`src/rtl/param_update_sched.sv`:
```
// Staged parameter write scheduler: commits batches and drains them on frame_start.
// Optional batch counter enabled with macro PARAM_SCHED_STATS_EN.
module param_update_sched #(
  parameter int WORD_WIDTH = 36,
  parameter int ADDR_WIDTH = 10,
  parameter int DEPTH      = 32
) (
  input  logic                       dsp_clk,
  input  logic                       reset_n,
  input  logic                       frame_start,
  input  logic [ADDR_WIDTH-1:0]      in_addr,
  input  logic [WORD_WIDTH-1:0]      in_data,
  input  logic                       in_valid,
  output logic                       in_ready,
  input  logic                       in_commit,
  input  logic                       ovf_clear,
  output logic [ADDR_WIDTH-1:0]      param_wr_addr,
  output logic [WORD_WIDTH-1:0]      param_wr_data,
  output logic                       param_wr_en,
  output logic                       busy,
  output logic [$clog2(DEPTH):0]     pending,
  output logic                       overflow,
  output logic [15:0]                batch_count
);

  localparam int PW = $clog2(DEPTH) + 1;
  localparam int IW = PW - 1;

  typedef enum logic {
    S_IDLE,
    S_DRAIN
  } state_t;

  state_t                  r_state;
  state_t                  w_state_nxt;
  logic [PW-1:0]           r_wptr;
  logic [PW-1:0]           r_rptr;
  logic [PW-1:0]           r_cptr;
  logic [PW-1:0]           r_target;
  logic [ADDR_WIDTH-1:0]   r_mem_addr [DEPTH];
  logic [WORD_WIDTH-1:0]   r_mem_data [DEPTH];
  logic [ADDR_WIDTH-1:0]   r_wr_addr;
  logic [WORD_WIDTH-1:0]   r_wr_data;
  logic                    r_wr_en;
  logic                    r_ovf;

  logic [PW-1:0]           w_pending;
  logic [PW-1:0]           w_wptr_inc;
  logic                    w_push;
  logic                    w_drop;
  logic                    w_pop;
  logic                    w_start;
  logic                    w_done;

  assign w_pending  = r_wptr - r_rptr;
  assign w_wptr_inc = r_wptr + PW'(1);
  assign in_ready   = (w_pending != PW'(DEPTH));
  assign w_push     = in_valid & in_ready;
  assign w_drop     = in_valid & ~in_ready;

  always_ff @(posedge dsp_clk or negedge reset_n) begin
    if (!reset_n) r_state <= S_IDLE;
    else          r_state <= w_state_nxt;
  end

  // Target is fixed at entry, so later commits wait for the next frame.
  always_comb begin
    w_state_nxt = r_state;
    w_pop       = 1'b0;
    w_start     = 1'b0;
    w_done      = 1'b0;
    unique case (r_state)
      S_IDLE: begin
        if (frame_start && (r_cptr != r_rptr)) begin
          w_start     = 1'b1;
          w_state_nxt = S_DRAIN;
        end
      end
      S_DRAIN: begin
        w_pop = 1'b1;
        if ((r_rptr + PW'(1)) == r_target) begin
          w_done      = 1'b1;
          w_state_nxt = S_IDLE;
        end
      end
      default: w_state_nxt = S_IDLE;
    endcase
  end

  always_ff @(posedge dsp_clk or negedge reset_n) begin
    if (!reset_n) begin
      r_wptr   <= '0;
      r_rptr   <= '0;
      r_cptr   <= '0;
      r_target <= '0;
    end else begin
      if (w_push)    r_wptr   <= w_wptr_inc;
      if (w_pop)     r_rptr   <= r_rptr + PW'(1);
      if (in_commit) r_cptr   <= w_push ? w_wptr_inc : r_wptr;
      if (w_start)   r_target <= r_cptr;
    end
  end

  always_ff @(posedge dsp_clk) begin
    if (w_push) begin
      r_mem_addr[r_wptr[IW-1:0]] <= in_addr;
      r_mem_data[r_wptr[IW-1:0]] <= in_data;
    end
  end

  always_ff @(posedge dsp_clk or negedge reset_n) begin
    if (!reset_n) begin
      r_wr_en   <= 1'b0;
      r_wr_addr <= '0;
      r_wr_data <= '0;
    end else begin
      r_wr_en <= w_pop;
      if (w_pop) begin
        r_wr_addr <= r_mem_addr[r_rptr[IW-1:0]];
        r_wr_data <= r_mem_data[r_rptr[IW-1:0]];
      end
    end
  end

  // A drop in the same cycle as a clear keeps the flag set.
  always_ff @(posedge dsp_clk or negedge reset_n) begin
    if (!reset_n)       r_ovf <= 1'b0;
    else if (w_drop)    r_ovf <= 1'b1;
    else if (ovf_clear) r_ovf <= 1'b0;
  end

`ifdef PARAM_SCHED_STATS_EN
  logic [15:0] r_batch_cnt;

  always_ff @(posedge dsp_clk or negedge reset_n) begin
    if (!reset_n)
      r_batch_cnt <= '0;
    else if (w_done && (r_batch_cnt != 16'hFFFF))
      r_batch_cnt <= r_batch_cnt + 16'd1;
  end

  assign batch_count = r_batch_cnt;
`else
  assign batch_count = 16'd0;
`endif

  assign param_wr_en   = r_wr_en;
  assign param_wr_addr = r_wr_addr;
  assign param_wr_data = r_wr_data;
  assign busy          = (r_state == S_DRAIN);
  assign pending       = w_pending;
  assign overflow      = r_ovf;

endmodule

```
`config.mk`:
```
export PLATFORM = sky130hd
export DESIGN_NAME = param_update_sched
export DESIGN_NICKNAME = d
export VERILOG_FILES = /design/src/rtl/param_update_sched.sv
export SDC_FILE = /design/constraint.sdc
export NUM_CORES = 1
export LEC_CHECK = 0
export CAP_MARGIN = 10
export CORE_MARGIN = 1.5
export CORE_UTILIZATION = 56
export DETAILED_ROUTE_END_ITERATION = 10
export PLACE_DENSITY = 0.8
export SYNTH_ARGS = -nofsm -noshare
export SYNTH_HDL_FRONTEND = slang
export SYNTH_SLANG_ARGS = --single-unit
```
`constraint.sdc`:
```
create_clock -name dsp_clk -period 5.13 [get_ports dsp_clk]
set_clock_uncertainty 0.2 [all_clocks]
set_input_delay 1.026 -clock dsp_clk [delete_from_list [all_inputs] [get_ports dsp_clk]]
set_output_delay 1.026 -clock dsp_clk [all_outputs]
set_load 0.03 [all_outputs]
```
# ---- Yosys cells after proc, flatten, opt, wreduce, memory -nomap -nowiden
# Memory sizes are Yosys's and may differ from the RTL's. A register that Yosys moved wholly into a read port is not among the register bits.
# Index checks and enable logic that the tools add are counted.
dict set report totals {
  regBits 27
  ram_bits 1472
  input_bits 52
  wordCells 33
  n_memories 2
}
# memory depth word_bits read_ports rd_clocked_by_memory_dff wr line
set mem_list {}
lappend mem_list {r_mem_data 32 36 1 1 1 41} ;# logic [WORD_WIDTH-1:0] r_mem_data [DEPTH];
lappend mem_list {r_mem_addr 32 10 1 1 1 40} ;# logic [ADDR_WIDTH-1:0] r_mem_addr [DEPTH];
dict set report op_classes {
  n_addsub 3
  eq_ne 3
  muxes 10
  bitwise 4
  n_reduce_logical 4
}
# op n
set ops {}
lappend ops {{adder 6 x 1 -> 6 bit (second input constant)} 2}
lappend ops {{two-way mux 1 bit} 8}
lappend ops {{equality test 6 bit} 1}
lappend ops {{two-way mux 6 bit} 1}
lappend ops {{!= test 6 bit} 1}
lappend ops {{!= test 6 bit (second input constant)} 1}
lappend ops {{subtractor 6 bit} 1}
lappend ops {{bitwise AND 1 bit} 2}
lappend ops {{logical NOT 1 bit} 2}
lappend ops {{NOT 1 bit} 2}
lappend ops {{one-hot mux 1 bit (2 select lines)} 1}
lappend ops {{nonzero test 2 bit} 1}
lappend ops {{logical AND 1 bit} 1}

# ---- Depth between registers and ports, before layout
# Gate-level depths: netlist of run 1.
dict set report depth {
  ltp_word 5
  mapped_depth 15
}

# ---- Worst setup path before layout of run 1
# Ideal clock, no wire load.
dict set report synth_timing {
  path_type {reg-to-reg}
  startpoint {register r_rptr[1]}
  endpoint {memory r_mem_addr[20][0], enable pin}
  arrival_time_ps 4960
  required_time_ps 4480
  slack_ps -479
  stages_incl_launch_ff 16
  path_buffers 6
  synth_period_minus_slack_ps 5609
  path_cell_list {dfrtp_1 -> buf_2 -> buf_2 -> buf_2 -> inv_2 -> clkbuf_1 -> clkbuf_1 -> ha_1 -> nand2b_1 -> a21oi_1 -> a31o_2 -> o211a_1 -> clkbuf_1 -> inv_2 -> nand3_1 -> nor2_1}
}
dict set report synth_between {
  elab_chain_cells 5
}
# element line
set synth_rtl {}
lappend synth_rtl {{start, declared} 37} ;# logic [PW-1:0] r_rptr;
lappend synth_rtl {{start signal, assigned} 98} ;# if (w_pop) r_rptr <= r_rptr + PW'(1);
lappend synth_rtl {{subtractor 6 bit} 55} ;# assign w_pending = r_wptr - r_rptr;
lappend synth_rtl {{!= test 6 bit} 57} ;# assign in_ready = (w_pending != PW'(DEPTH));
lappend synth_rtl {{net in_ready} 14} ;# output logic in_ready,
lappend synth_rtl {{bitwise AND 1 bit} 58} ;# assign w_push = in_valid & in_ready;
lappend synth_rtl {{two-way mux 1 bit} 105} ;# if (w_push) begin
lappend synth_rtl {{two-way mux 1 bit (not written as such)} 106} ;# r_mem_addr[r_wptr[IW-1:0]] <= in_addr;
lappend synth_rtl {{end, declared} 40}
# The timed path passes the listed nets, and every way through them passes these cells.

# ---- Final worst setup path of run 1
dict set report layout_timing {
  startpoint {register r_rptr[1]}
  endpoint {output pending[5]}
}
dict set report layout_between {
  elab_chain_cells 1
}
# element line
set layout_rtl {}
lappend layout_rtl {{subtractor 6 bit} 55}
lappend layout_rtl {{end, declared} 21} ;# output logic [$clog2(DEPTH):0] pending,
# Every way passes these cells.

==> summary.json, run 1 <==
{
  "post_cts_resize_count": 0,
  "row_count": 120,
  "mappedNetlistArea_sq_um": 60200,
  "reg2reg_from": "r_rptr[1]",
  "n_fill_cell": 6696,
  "postSynth.topFlopCell": "sky130_fd_sc_hd__edfxtp_1",
  "max-cap-violations": 0,
  "synth_edf_count": 1472,
  "sw_frac_of_total_pct": 22.7,
  "cts.sink_count": 1545,
  "clock_tree_root": "sky130_fd_sc_hd__clkbuf_16",
  "share_of_synthesized_registers_carrying_an_async_set_or_reset_pct": 4.72,
  "worst_hold_slack_ns": 0.207,
  "cts_inserted_buffers": 149,
  "die_area_sq_um": 109000,
  "firstDrtPassIters": 6,
  "power.ir.vdd_worst_uv": 319,
  "hold_viol": 0,
  "postRouteAntennaNets": 0,
  "post-route-worst-setup-slack_ns": 0.283,
  "grt_use_total_pct": 27.8,
  "finalWeightedCongestion": 0.848,
  "grt_pass1_wl_mm": 216,
  "stdcell_area_sq_um": 68100,
  "final-max-slew-violation-count": 0,
  "ioPinCount": 124,
  "drt-total-wl_mm": 151,
  "setup-violations-final": 0,
  "comb_power_share_pct": 6.4,
  "drt_first_iter_violations": 4363,
  "arrival_ns": 3.62,
  "critical_path.cell_chain": "clkinv_2, ha_1, nor2_1, a21oi_1, a31o_2, or2_2, clkdlybuf4s50_1",
  "overflow": 0,
  "final_instance_count_without_filler_cells": 4670,
  "clock_h_tree_levels": 4,
  "final_cell_mix": "1472 x sky130_fd_sc_hd__edfxtp_1, 278 x sky130_fd_sc_hd__mux2i_1, 272 x sky130_fd_sc_hd__mux4_2",
  "synth_cell_type_count": 51,
  "worstMarginPinSlew_ns": 1.30,
  "placement.io_buffers": 107,
  "numPlacedInstances": 4386,
  "vias_per_cell": 6.74,
  "power.share.clock_pct": 39.7,
  "core_area_sq_um": 107000,
  "critPathMaxFanout": 26,
  "power_switching_mw": 6.17,
  "critical_path.startpoint_type": "flip-flop",
  "placed_standard_cell_area_sq_um": 63200,
  "min_period_ns": 4.85,
  "die_ht_um": 331,
  "worst_slew_margin_rel_pct": 13.2,
  "grt_antenna_before_repair": 5,
  "cp.required_ns": 3.90,
  "rsz_0062_raised_after_global_routing": "no",
  "wire_per_inst_um": 32.3,
  "seq_area_frac_synth_pct": 76.4,
  "num_vias": 31500,
  "clock_tree_from_tritoncts": "yes",
  "max_freq_mhz": 206,
  "clock_path_buffers": 3,
  "slowest_delay_ns": 0.61,
  "cts.hold.buffers_added": 0,
  "dpl_worst_slack_ns": 0.683,
  "critPathLaunch": "r_rptr[1]",
  "post_route_cells_drive_above_1_share_pct": 19.1,
  "ys_seq_elements": 1545,
  "grt_pass1_vias": 31800,
  "clk-insertion-delay-late_ns": 0.76,
  "grt_max_degree": 121,
  "timing.setup.critical_path_class": "flip-flop to primary output",
  "initial_core_utilization_pct": 56.3,
  "min_period_over_period_pct": 94.5,
  "power.density_nw_per_um2": 399,
  "final_common_cell": "sky130_fd_sc_hd__edfxtp_1",
  "flop_pwr_share_pct": 54.0,
  "yosys_warning_count": 0,
  "die-width_um": 331,
  "number_of_remaining_drc_errors": 0,
  "dp_hpwl_mm": 75.2,
  "flow.area_growth_from_synthesis_pct": 13.2,
  "fin_nets": 3200,
  "cts.reportedPaths.clkPinSlew_ns": 0.06,
  "holdCritPathClass": "input pin to async pin",
  "post-cts-setup-buffers": 0,
  "netlist_instances": 2971,
  "run_status": "complete, no violations",
  "syn_area_per_cell_sq_um": 20.3,
  "leakage_nw": 23.3,
  "internal-power_mw": 21.0,
  "critical_path.endpoint_type": "primary output",
  "critical-path-slowest-cell": "sky130_fd_sc_hd__clkdlybuf4s50_1"
}
==> cell usage after synthesis (2+ instances only) <==
cell                       number  area [sq um]
sky130_fd_sc_hd__dfrtp_1       73          1830
sky130_fd_sc_hd__o211ai_1      46           345
sky130_fd_sc_hd__buf_2         32           160
sky130_fd_sc_hd__and2_1         2          12.5
sky130_fd_sc_hd__xor2_1         8          70.1
sky130_fd_sc_hd__o21ai_1       92           460
sky130_fd_sc_hd__nor2_1        90           338
sky130_fd_sc_hd__ha_1          10           125
sky130_fd_sc_hd__a21oi_2        4          35.0
sky130_fd_sc_hd__a31oi_1        5          31.3
sky130_fd_sc_hd__o21ai_0       56           280
sky130_fd_sc_hd__edfxtp_1    1472         44200
sky130_fd_sc_hd__xnor2_1       15           131
sky130_fd_sc_hd__mux4_1         4           105
sky130_fd_sc_hd__mux2i_1      278          2780
sky130_fd_sc_hd__buf_4         36           270
sky130_fd_sc_hd__o221ai_1      93           815
sky130_fd_sc_hd__a21oi_1       46           230
sky130_fd_sc_hd__nand2_1       62           233
sky130_fd_sc_hd__mux2_1         5          56.3
sky130_fd_sc_hd__and3_1        46           288
sky130_fd_sc_hd__nand2b_1       5          31.3
sky130_fd_sc_hd__nand4_1        6          37.5
sky130_fd_sc_hd__or2_2          2          12.5
sky130_fd_sc_hd__inv_2          2          7.51
sky130_fd_sc_hd__a21boi_0      46           345
sky130_fd_sc_hd__buf_6         14           158
sky130_fd_sc_hd__or3_1          7          43.8
sky130_fd_sc_hd__clkbuf_1      91           342
sky130_fd_sc_hd__inv_1         13          48.8
sky130_fd_sc_hd__buf_1         12          45.0
sky130_fd_sc_hd__nand3_1        8          40.0
sky130_fd_sc_hd__mux4_2       272          6130
==> routing by layer <==
layer	share of wire (%)	GRT usage (%)
met4	5.0	13.7
met3	10	5.38
met2	50	45.6
met5	0	0
met1	35	36.0
==> final cells by class <==
| cell class | count | area, sq um | area share, % |
|---|---|---|---|
| clock inverter | 70 | 669 | 0.982 |
| sequential | 1545 | 46000 | 67.6 |
| tap | 1403 | 1760 | 2.58 |
| multi-input combinational | 1239 | 13400 | 19.7 |
| antenna | 3 | 7.51 | 0.0110 |
| inverter | 16 | 66.3 | 0.0973 |
| timing repair buffer | 186 | 2010 | 2.96 |
| clock buffer | 208 | 4150 | 6.09 |
==> worst max-delay path, delay by kind of cell, from the launching register on <==
family / cells / cell delay (ns)
buffers and inverters: 2 / 1.01
AND/OR/NAND/NOR: 2 / 0.50
adder cells (fa/ha/maj): 1 / 0.34
AO/OA/AOI/OAI: 2 / 0.42
flip-flops: 1 / 0.60
==> path summary, 6_finish.rpt <==
path                       slack [ns]  cells after the start           endpoint
hold / removal                   0.21                      1   param_wr_data[0]
setup / recovery                 0.28                      7         pending[5]
max in group asynchronous        3.32                      2  param_wr_data[28]
hold reg to reg                  0.31                      2        r_target[5]
min in group dsp_clk             0.31                      2        r_target[5]
setup reg to reg                 0.60                     11  r_mem_data[7][19]
==> kinds of logic after synthesis <==
group	share of synthesized area [%]
flops	76.4
simple gates	1.78
buf+inv	1.75
mux	15.1
fa+ha+maj	0.241
xor+xnor	0.335
other cells	0.00623
compound gates	4.38
==> per-stage QoR <==
stage | TNS (ns) | power (mW) | utilization (%)
finish | 0 | 27.2 | 63.7
global route | 0 | 27.8 | 63.7
CTS | 0 | 27.2 | 63.7
detailed placement | 0 | 16.6 | 59.1
global placement | 0 | 16.5 | 59.1
floorplan | -675.91 | 15.7 | -
==> power groups by stage <==
stage,Clock (mW),Combinational (mW),Sequential (mW)
finish,10.8,1.73,14.7
floorplan,0,0.786,14.9
global placement,0,1.65,14.9
CTS,10.9,1.71,14.7
detailed placement,0,1.70,14.9
global route,11.3,1.81,14.7
==> registers in the layout, indices dropped and copies added, names as in the netlist <==
name and count:
busy 1, r_wptr 6, r_mem_addr 320, r_target 6, param_wr_addr 10, r_cptr 6
param_wr_en 1, param_wr_data 36, r_rptr 6, overflow 1, r_mem_data 1152
(Power assumes the default switching activity.)
==> run 2, diff against run 1 <==
Settings changed: RECOVER_POWER from default to 25.
==> run 2 against run 1 <==
Against the previous run:
- the flow now finishes with violations (max-capacitance violations, max-slew violations, negative setup slack)
- first-iteration DRC count up 2.2%
- sequential share of layout area increased by 0.073 points
- final area decreased by 0.11%
- critical path depth decreased by 3
- non-clock buffer count stayed put
- count of clock-buffer cells in the layout stayed put
- hold slack better by 0.0043 ns
- combinational power barely moved
- setup slack got worse by 0.42 ns
- global-route usage stayed put
- sequential cell count stayed put
- routed wire length about the same
- critical path type is now flip-flop to flip-flop
==> summary.json, run 2 (synthesized netlist as in run 1, its figures left out) <==
{
  "die_ht": {"value": 331, "unit": "um", "change": "unchanged"},
  "final_cell_mix": "1472 x sky130_fd_sc_hd__edfxtp_1, 278 x sky130_fd_sc_hd__mux2i_1, 272 x sky130_fd_sc_hd__mux4_2",
  "vias_per_cell": {"value": 6.75, "change": "+0.13%"},
  "run_status": "finished, violations left",
  "cp.required": {"value": 5.57, "unit": "ns", "change": "+1.67 ns"},
  "power.density": {"value": 399, "unit": "nW/um^2", "change": "about the same"},
  "clock_path_buffers": {"value": 3, "change": "unchanged"},
  "critical_path.endpoint_type": "flip-flop",
  "post_route_cells_drive_above_1_share": {"value": 18.9, "unit": "%", "change": "-0.18 points"},
  "rsz_0062_raised_after_global_routing": "no",
  "core_area": {"value": 107000, "unit": "sq um", "change": "unchanged"},
  "postRouteAntennaNets": {"value": 0, "change": "unchanged"},
  "internal-power": {"value": 21.0, "unit": "mW", "change": "about the same"},
  "initial_core_utilization": {"value": 56.3, "unit": "%", "change": "unchanged"},
  "ioPinCount": {"value": 124, "change": "unchanged"},
  "setup-violations-final": {"value": 1, "change": "+1"},
  "dpl_worst_slack": {"value": 0.683, "unit": "ns", "change": "unchanged"},
  "power.share.clock": {"value": 39.7, "unit": "%", "change": "about the same"},
  "n_fill_cell": {"value": 6709, "change": "+0.19%"},
  "die-width": {"value": 331, "unit": "um", "change": "unchanged"},
  "leakage": {"value": 23.3, "unit": "nW", "change": "-0.15%"},
  "report.power.total": {"value": 27.2, "unit": "mW", "change": "about the same"},
  "critical_path.cell_chain": "clkbuf_1, nand3_1, or3_1, xnor2_1",
  "hold_viol": {"value": 0, "change": "unchanged"},
  "clock_h_tree_levels": {"value": 4, "change": "unchanged"},
  "sw_frac_of_total": {"value": 22.7, "unit": "%", "change": "about the same"},
  "cts.hold.buffers_added": {"value": 0, "change": "unchanged"},
  "timing.reg2reg.setup_slack": {"value": -0.14, "unit": "ns", "change": "-0.74 ns"},
  "grt_pass1_vias": {"value": 31800, "change": "unchanged"},
  "slowest_delay": {"value": 3.25, "unit": "ns", "change": "+2.64 ns"},
  "holdCritPathClass": "input pin to async pin",
  "firstDrtPassIters": {"value": 6, "change": "unchanged"},
  "final_common_cell": "sky130_fd_sc_hd__edfxtp_1",
  "post-route-worst-setup-slack": {"value": -0.139, "unit": "ns", "change": "-0.423 ns"},
  "post-cts-setup-buffers": {"value": 0, "change": "unchanged"},
  "placement.io_buffers": {"value": 107, "change": "unchanged"},
  "fin_nets": {"value": 3200, "change": "unchanged"},
  "num_vias": {"value": 31500, "change": "+0.15%"},
  "die_area": {"value": 109000, "unit": "sq um", "change": "unchanged"},
  "cts.reportedPaths.clkPinSlew": {"value": 0.06, "unit": "ns", "change": "about the same"},
  "placed_standard_cell_area": {"value": 63200, "unit": "sq um", "change": "unchanged"},
  "worstMarginPinSlew": {"value": 4.62, "unit": "ns", "change": "+3.33 ns"},
  "final_instance_count_without_filler_cells": {"value": 4671, "change": "+0.021%"},
  "flop_pwr_share": {"value": 54.0, "unit": "%", "change": "about the same"},
  "worst_slew_margin_rel": {"value": -208, "unit": "%", "change": "-220 points"},
  "clk-insertion-delay-late": {"value": 0.76, "unit": "ns", "change": "about the same"},
  "drt-total-wl": {"value": 151, "unit": "mm", "change": "about the same"},
  "largest_reg_flops": {"value": 1152, "change": "unchanged"},
  "grt_use_total": {"value": 27.8, "unit": "%", "change": "unchanged"},
  "post_cts_resize_count": {"value": 0, "change": "unchanged"},
  "grt_antenna_before_repair": {"value": 11, "change": "+6"},
  "clock_tree_root": "sky130_fd_sc_hd__clkbuf_16",
  "stdcell_area": {"value": 68100, "unit": "sq um", "change": "-0.11%"},
  "critical-path-slowest-cell": "sky130_fd_sc_hd__clkbuf_1",
  "cts.sink_count": {"value": 1545, "change": "unchanged"},
  "max-cap-violations": {"value": 2, "change": "+2"},
  "power.ir.vdd_worst": {"value": 320, "unit": "uV", "change": "+0.26%"},
  "comb_power_share": {"value": 6.3, "unit": "%", "change": "about the same"},
  "flow.area_growth_from_synthesis_pct": 13.0,
  "wire_per_inst": {"value": 32.3, "unit": "um", "change": "about the same"},
  "drt_first_iter_violations": {"value": 4457, "change": "+2.2%"},
  "max_freq": {"value": 190, "unit": "MHz", "change": "-8.0%"},
  "min_period": {"value": 5.27, "unit": "ns", "change": "+0.423 ns"},
  "critPathMaxFanout": {"value": 53, "change": "+100%"},
  "clock_tree_from_tritoncts": "yes",
  "worst_hold_slack": {"value": 0.211, "unit": "ns", "change": "+0.00435 ns"},
  "min_period_over_period": {"value": 103, "unit": "%", "change": "+8.2 points"},
  "arrival": {"value": 5.71, "unit": "ns", "change": "+2.09 ns"},
  "power_switching": {"value": 6.16, "unit": "mW", "change": "-0.15%"},
  "number_of_remaining_drc_errors": {"value": 0, "change": "unchanged"},
  "final-max-slew-violation-count": {"value": 79, "change": "+79"},
  "critical_path.startpoint_type": "flip-flop",
  "timing.setup.critical_path_class": "flip-flop to flip-flop",
  "grt_pass1_wl": {"value": 216, "unit": "mm", "change": "unchanged"},
  "cts_inserted_buffers": {"value": 149, "change": "unchanged"},
  "overflow": {"value": 0, "change": "unchanged"},
  "finalWeightedCongestion": {"value": 0.848, "change": "unchanged"},
  "row_count": {"value": 120, "change": "unchanged"},
  "violations_in_the_final_reports": "max-capacitance violations, max-slew violations, negative setup slack",
  "utilization": {"value": 63.7, "unit": "%", "change": "-0.070 points"},
  "dp_hpwl": {"value": 75.2, "unit": "mm", "change": "unchanged"},
  "grt_max_degree": {"value": 121, "change": "unchanged"},
  "numPlacedInstances": {"value": 4386, "change": "unchanged"},
  "setup_tns": {"value": -0.139, "unit": "ns", "change": "-0.139 ns"}
}
[run 2: changes by cell type in the layout (fill, tap and decap cells not counted), sizes merged]
cell | previous run | this run
diode | 3 | 4
dlygate4sd3 | 0 | 24
clkbuf | 209 | 213
clkdlybuf4s50 | 104 | 80
buf | 81 | 77
[run 2: worst max-delay path: cells and delay by family, from the launching register on]
kind	cells	cell delay, ns
DFF	1	0.45
buffers and inverters	1	3.25
xor gates and xnor gates	1	0.14
and+or+nand+nor	2	1.08
[run 2: final cells by class]
cell class	instances	area, sq um	area share (%)
antenna	4	10.0	0.0147
clock buffer	208	4150	6.10
clock inverter	70	669	0.983
inverter	16	66.3	0.0974
multi-input combinational	1239	13400	19.7
sequential	1545	46000	67.6
tap	1403	1760	2.58
timing repair buffer	186	1940	2.85
[run 2: worst paths after layout]
kind | end | cells past startpoint | from
max in group asynchronous | param_wr_data[28] | 2 | reset_n
max reg2reg | r_rptr[5] | 4 | busy
max | r_rptr[5] | 4 | busy
min in group dsp_clk | r_target[5] | 2 | r_target[5]
min reg2reg | r_target[5] | 2 | r_target[5]
min | param_wr_data[0] | 1 | reset_n
[run 2: metal layers]
metal / vias to the layer above / wire [um] / track usage (%)
met4: 0 / 7740 / 13.7
met1: 16200 / 52900 / 36.0
met5: - / 0 / 0
li1: 12600 / - / -
met2: 2234 / 75100 / 45.6
met3: 454 / 15000 / 5.38
[run 2: power by group through the flow]
stage | registers [mW] | clock network [mW] | logic, mW
after floorplan | 14.9 | 0 | 0.786
after global placement | 14.9 | 0 | 1.65
after detailed placement | 14.9 | 0 | 1.70
after CTS | 14.7 | 10.9 | 1.71
after global routing | 14.7 | 11.3 | 1.80
final | 14.7 | 10.8 | 1.72
==> RTL edit (flow settings as in run 2) <==
Change the parameter `ADDR_WIDTH` from 10 to 11.
--- a/src/rtl/param_update_sched.sv
+++ b/src/rtl/param_update_sched.sv
@@ -2,7 +2,7 @@
 // Optional batch counter enabled with macro PARAM_SCHED_STATS_EN.
 module param_update_sched #(
   parameter int WORD_WIDTH = 36,
-  parameter int ADDR_WIDTH = 10,
+  parameter int ADDR_WIDTH = 11,
   parameter int DEPTH      = 32
 ) (
   input  logic                       dsp_clk,
Ports: changed (resized in_addr and param_wr_addr); port bits go from 124 to 126. The function was not compared with the original's and may differ.
==> RTL edit against run 2 <==
- synthesized area grew 2.0%
- design area grew 2.3%
- die area grew 2.0%
- sequential cell count grew 33
- worst setup slack gained 750 ps
- cell count grew 1.8%
- largest cell class unchanged
- hold slack gained 95 ps
- power grew 4.0%
- routed wire length grew 1.2%
- critical path depth grew 2
- the flow finishes with violations (max-capacitance violations, max-slew violations)
- via count grew 2.1%
- maximum frequency grew 17%
==> RTL edit: results (changes against run 2) <==
| Metric | Value |
|---|---|
| Status | `finished, violations left` |
| Failing checks | `max-capacitance violations, max-slew violations` |
| 1st-iter DRT viols | `4563 (+2.4%)` |
| Port-buffer cells | `109 (+1.9%)` |
| Data arrival time of the critical path | `3290 ps (-2420 ps)` |
| Mapped Cells | `3028 (+1.9%)` |
| Commonest cells in the netlist | `1504 x edfxtp_1, 283 x mux2i_1, 282 x mux4_2, 102 x o21ai_1, 101 x clkbuf_1` |
| Largest net degree at the start of global routing | `124 (+2.5%)` |
| Register area share after synthesis | `76.6% (+0.11 points)` |
| Area contributors post-synth | `edfxtp_1 74%, mux4_2 10%, mux2i_1 4.6%` |
| Post-synth cell types | `48 (-5.9%)` |
| Postcts setup bufs | `0 (unchanged)` |
| Worst Hold Class | `flop to flop` |
| Switching share of power | `22.0% (-0.64 points)` |
| Post-synth EDFFs | `1504 (+2.2%)` |
| DP Cell Count | `4469 (+1.9%)` |
| Worst R2R Path Depth | `11 (+7)` |
| Max VDD drop | `0.325 mV (+1.6%)` |
| Layout Cells excl Fill | `4757 (+1.8%)` |
| R2r setup slk | `820 ps (+960 ps)` |
| HP Start | `param_wr_data[34]` |
| Layout fillers | `6852 (+2.1%)` |
| Worst Tran Pin Value | `3410 ps (-1220 ps)` |
| FF-to-FF End | `r_mem_data[2][12]` |
| Layout cells sized above 1 | `19.5% (+0.62 points)` |
| Critical Path Fanout Max | `13 (-75%)` |
| Async SR Flop Fraction | `4.69% (-0.035 points)` |
| Slew Limit Fails | `48 (-39%)` |
| Hold WS | `306 ps (+95.2 ps)` |
| GR Util met2 | `45.7% (about the same)` |
| GRT met3 Usage | `4.72% (-0.66 points)` |
| DRT Pass-1 Iters | `5 (-1)` |
| Final nets | `3273 (+2.3%)` |
| Drt wl/cell | `32.1 um (-0.62%)` |
| Critical path's slowest cell | `clkdlybuf4s50_1` |
| Vias post-DR | `32200 (+2.1%)` |
| Total GRT Usage | `27.6% (-0.24 points)` |
| Critical path's largest stage delay | `710 ps (-2540 ps)` |
| Detailed placement HPWL | `77.1 mm (+2.5%)` |
| MaxCap Viol Count | `1 (-1)` |
| Worst reg2reg path startpoint | `r_rptr[0]` |
| Number of global-route vias before repair | `32600 (+2.4%)` |
| Pre-CTS setup slack | `877 ps (+194 ps)` |
| Leakage | `23.9 nW (+2.8%)` |
| GP Congestion | `0.829 (-2.3%)` |
RTL edit: changes by cell type after synthesis, sizes merged, moves of 2 or more:
cell,delta
o221ai,+2
edfxtp,+32
xnor2,+4
buf,-6
nand3,+2
clkbuf,+10
o21ai,+2
mux4,+6
mux2i,+5
xor2,-2
RTL edit: area by class of cell:
| cell class | instances | area share, % |
|---|---|---|
| clock inverters | 79 | 1.28 |
| multi-input cells | 1259 | 19.6 |
| flip-flops and latches | 1578 | 67.5 |
| diodes | 4 | 0.0144 |
| repair buffers | 202 | 2.82 |
| inverters | 16 | 0.0970 |
| clock buffers | 205 | 6.15 |
| well taps | 1414 | 2.54 |
RTL edit: stage by stage:
step	total power, mW	instance area (um^2)	util [%]
6_report	28.3	69700	64.0
3_3_place_gp	16.9	64500	59.2
3_5_place_dp	17.0	64500	59.2
2_1_floorplan	16.0	61500	-
5_1_grt	28.9	69700	64.0
4_1_cts	28.3	69700	64.0
RTL edit: logic make-up after synthesis:
logic type	after synthesis	share of synthesized area [%]
fa+ha+maj	11	0.236
simple gates	235	1.77
xor+xnor	25	0.357
buf+inv	206	1.71
other cells	1	0.00611
flops	1578	76.6
compound gates	402	4.32
mux	570	15.0
RTL edit: metal layers:
| metal | routed length [um] | vias to the layer above |
|---|---|---|
| li1 | - | 12900 |
| met5 | 44 | - |
| met2 | 76000 | 2139 |
| met3 | 15000 | 409 |
| met4 | 6520 | 8 |
| met1 | 55100 | 16800 |
RTL edit: power groups by stage:
stage / Combinational (mW) / Clock (mW) / Sequential, mW
final: 1.74 / 11.5 / 15.0
after global routing: 1.82 / 12.1 / 15.0
after CTS: 1.74 / 11.6 / 15.0
after detailed placement: 1.73 / 0 / 15.2
after global placement: 1.70 / 0 / 15.2
after floorplan: 0.793 / 0 / 15.2
RTL edit: worst max path at each step:
stage                          from                  to  slack [ps]
final                     r_rptr[0]          pending[4]         610
after global routing      r_rptr[0]            in_ready         420
after CTS                 r_rptr[0]          pending[4]         560
after detailed placement  r_rptr[0]  r_mem_data[14][24]         880
after global placement    r_rptr[0]    r_mem_addr[6][1]         950
after floorplan           r_rptr[1]   r_mem_addr[20][0]        -540
RTL edit: critical path: cells and delay by family, from the launching register on:
kind	cells	cell delay, ps
compound gates	1	160
simple gates	1	160
flops	1	600
fa+ha+maj	2	670
buf+inv	1	710
xor+xnor	1	210
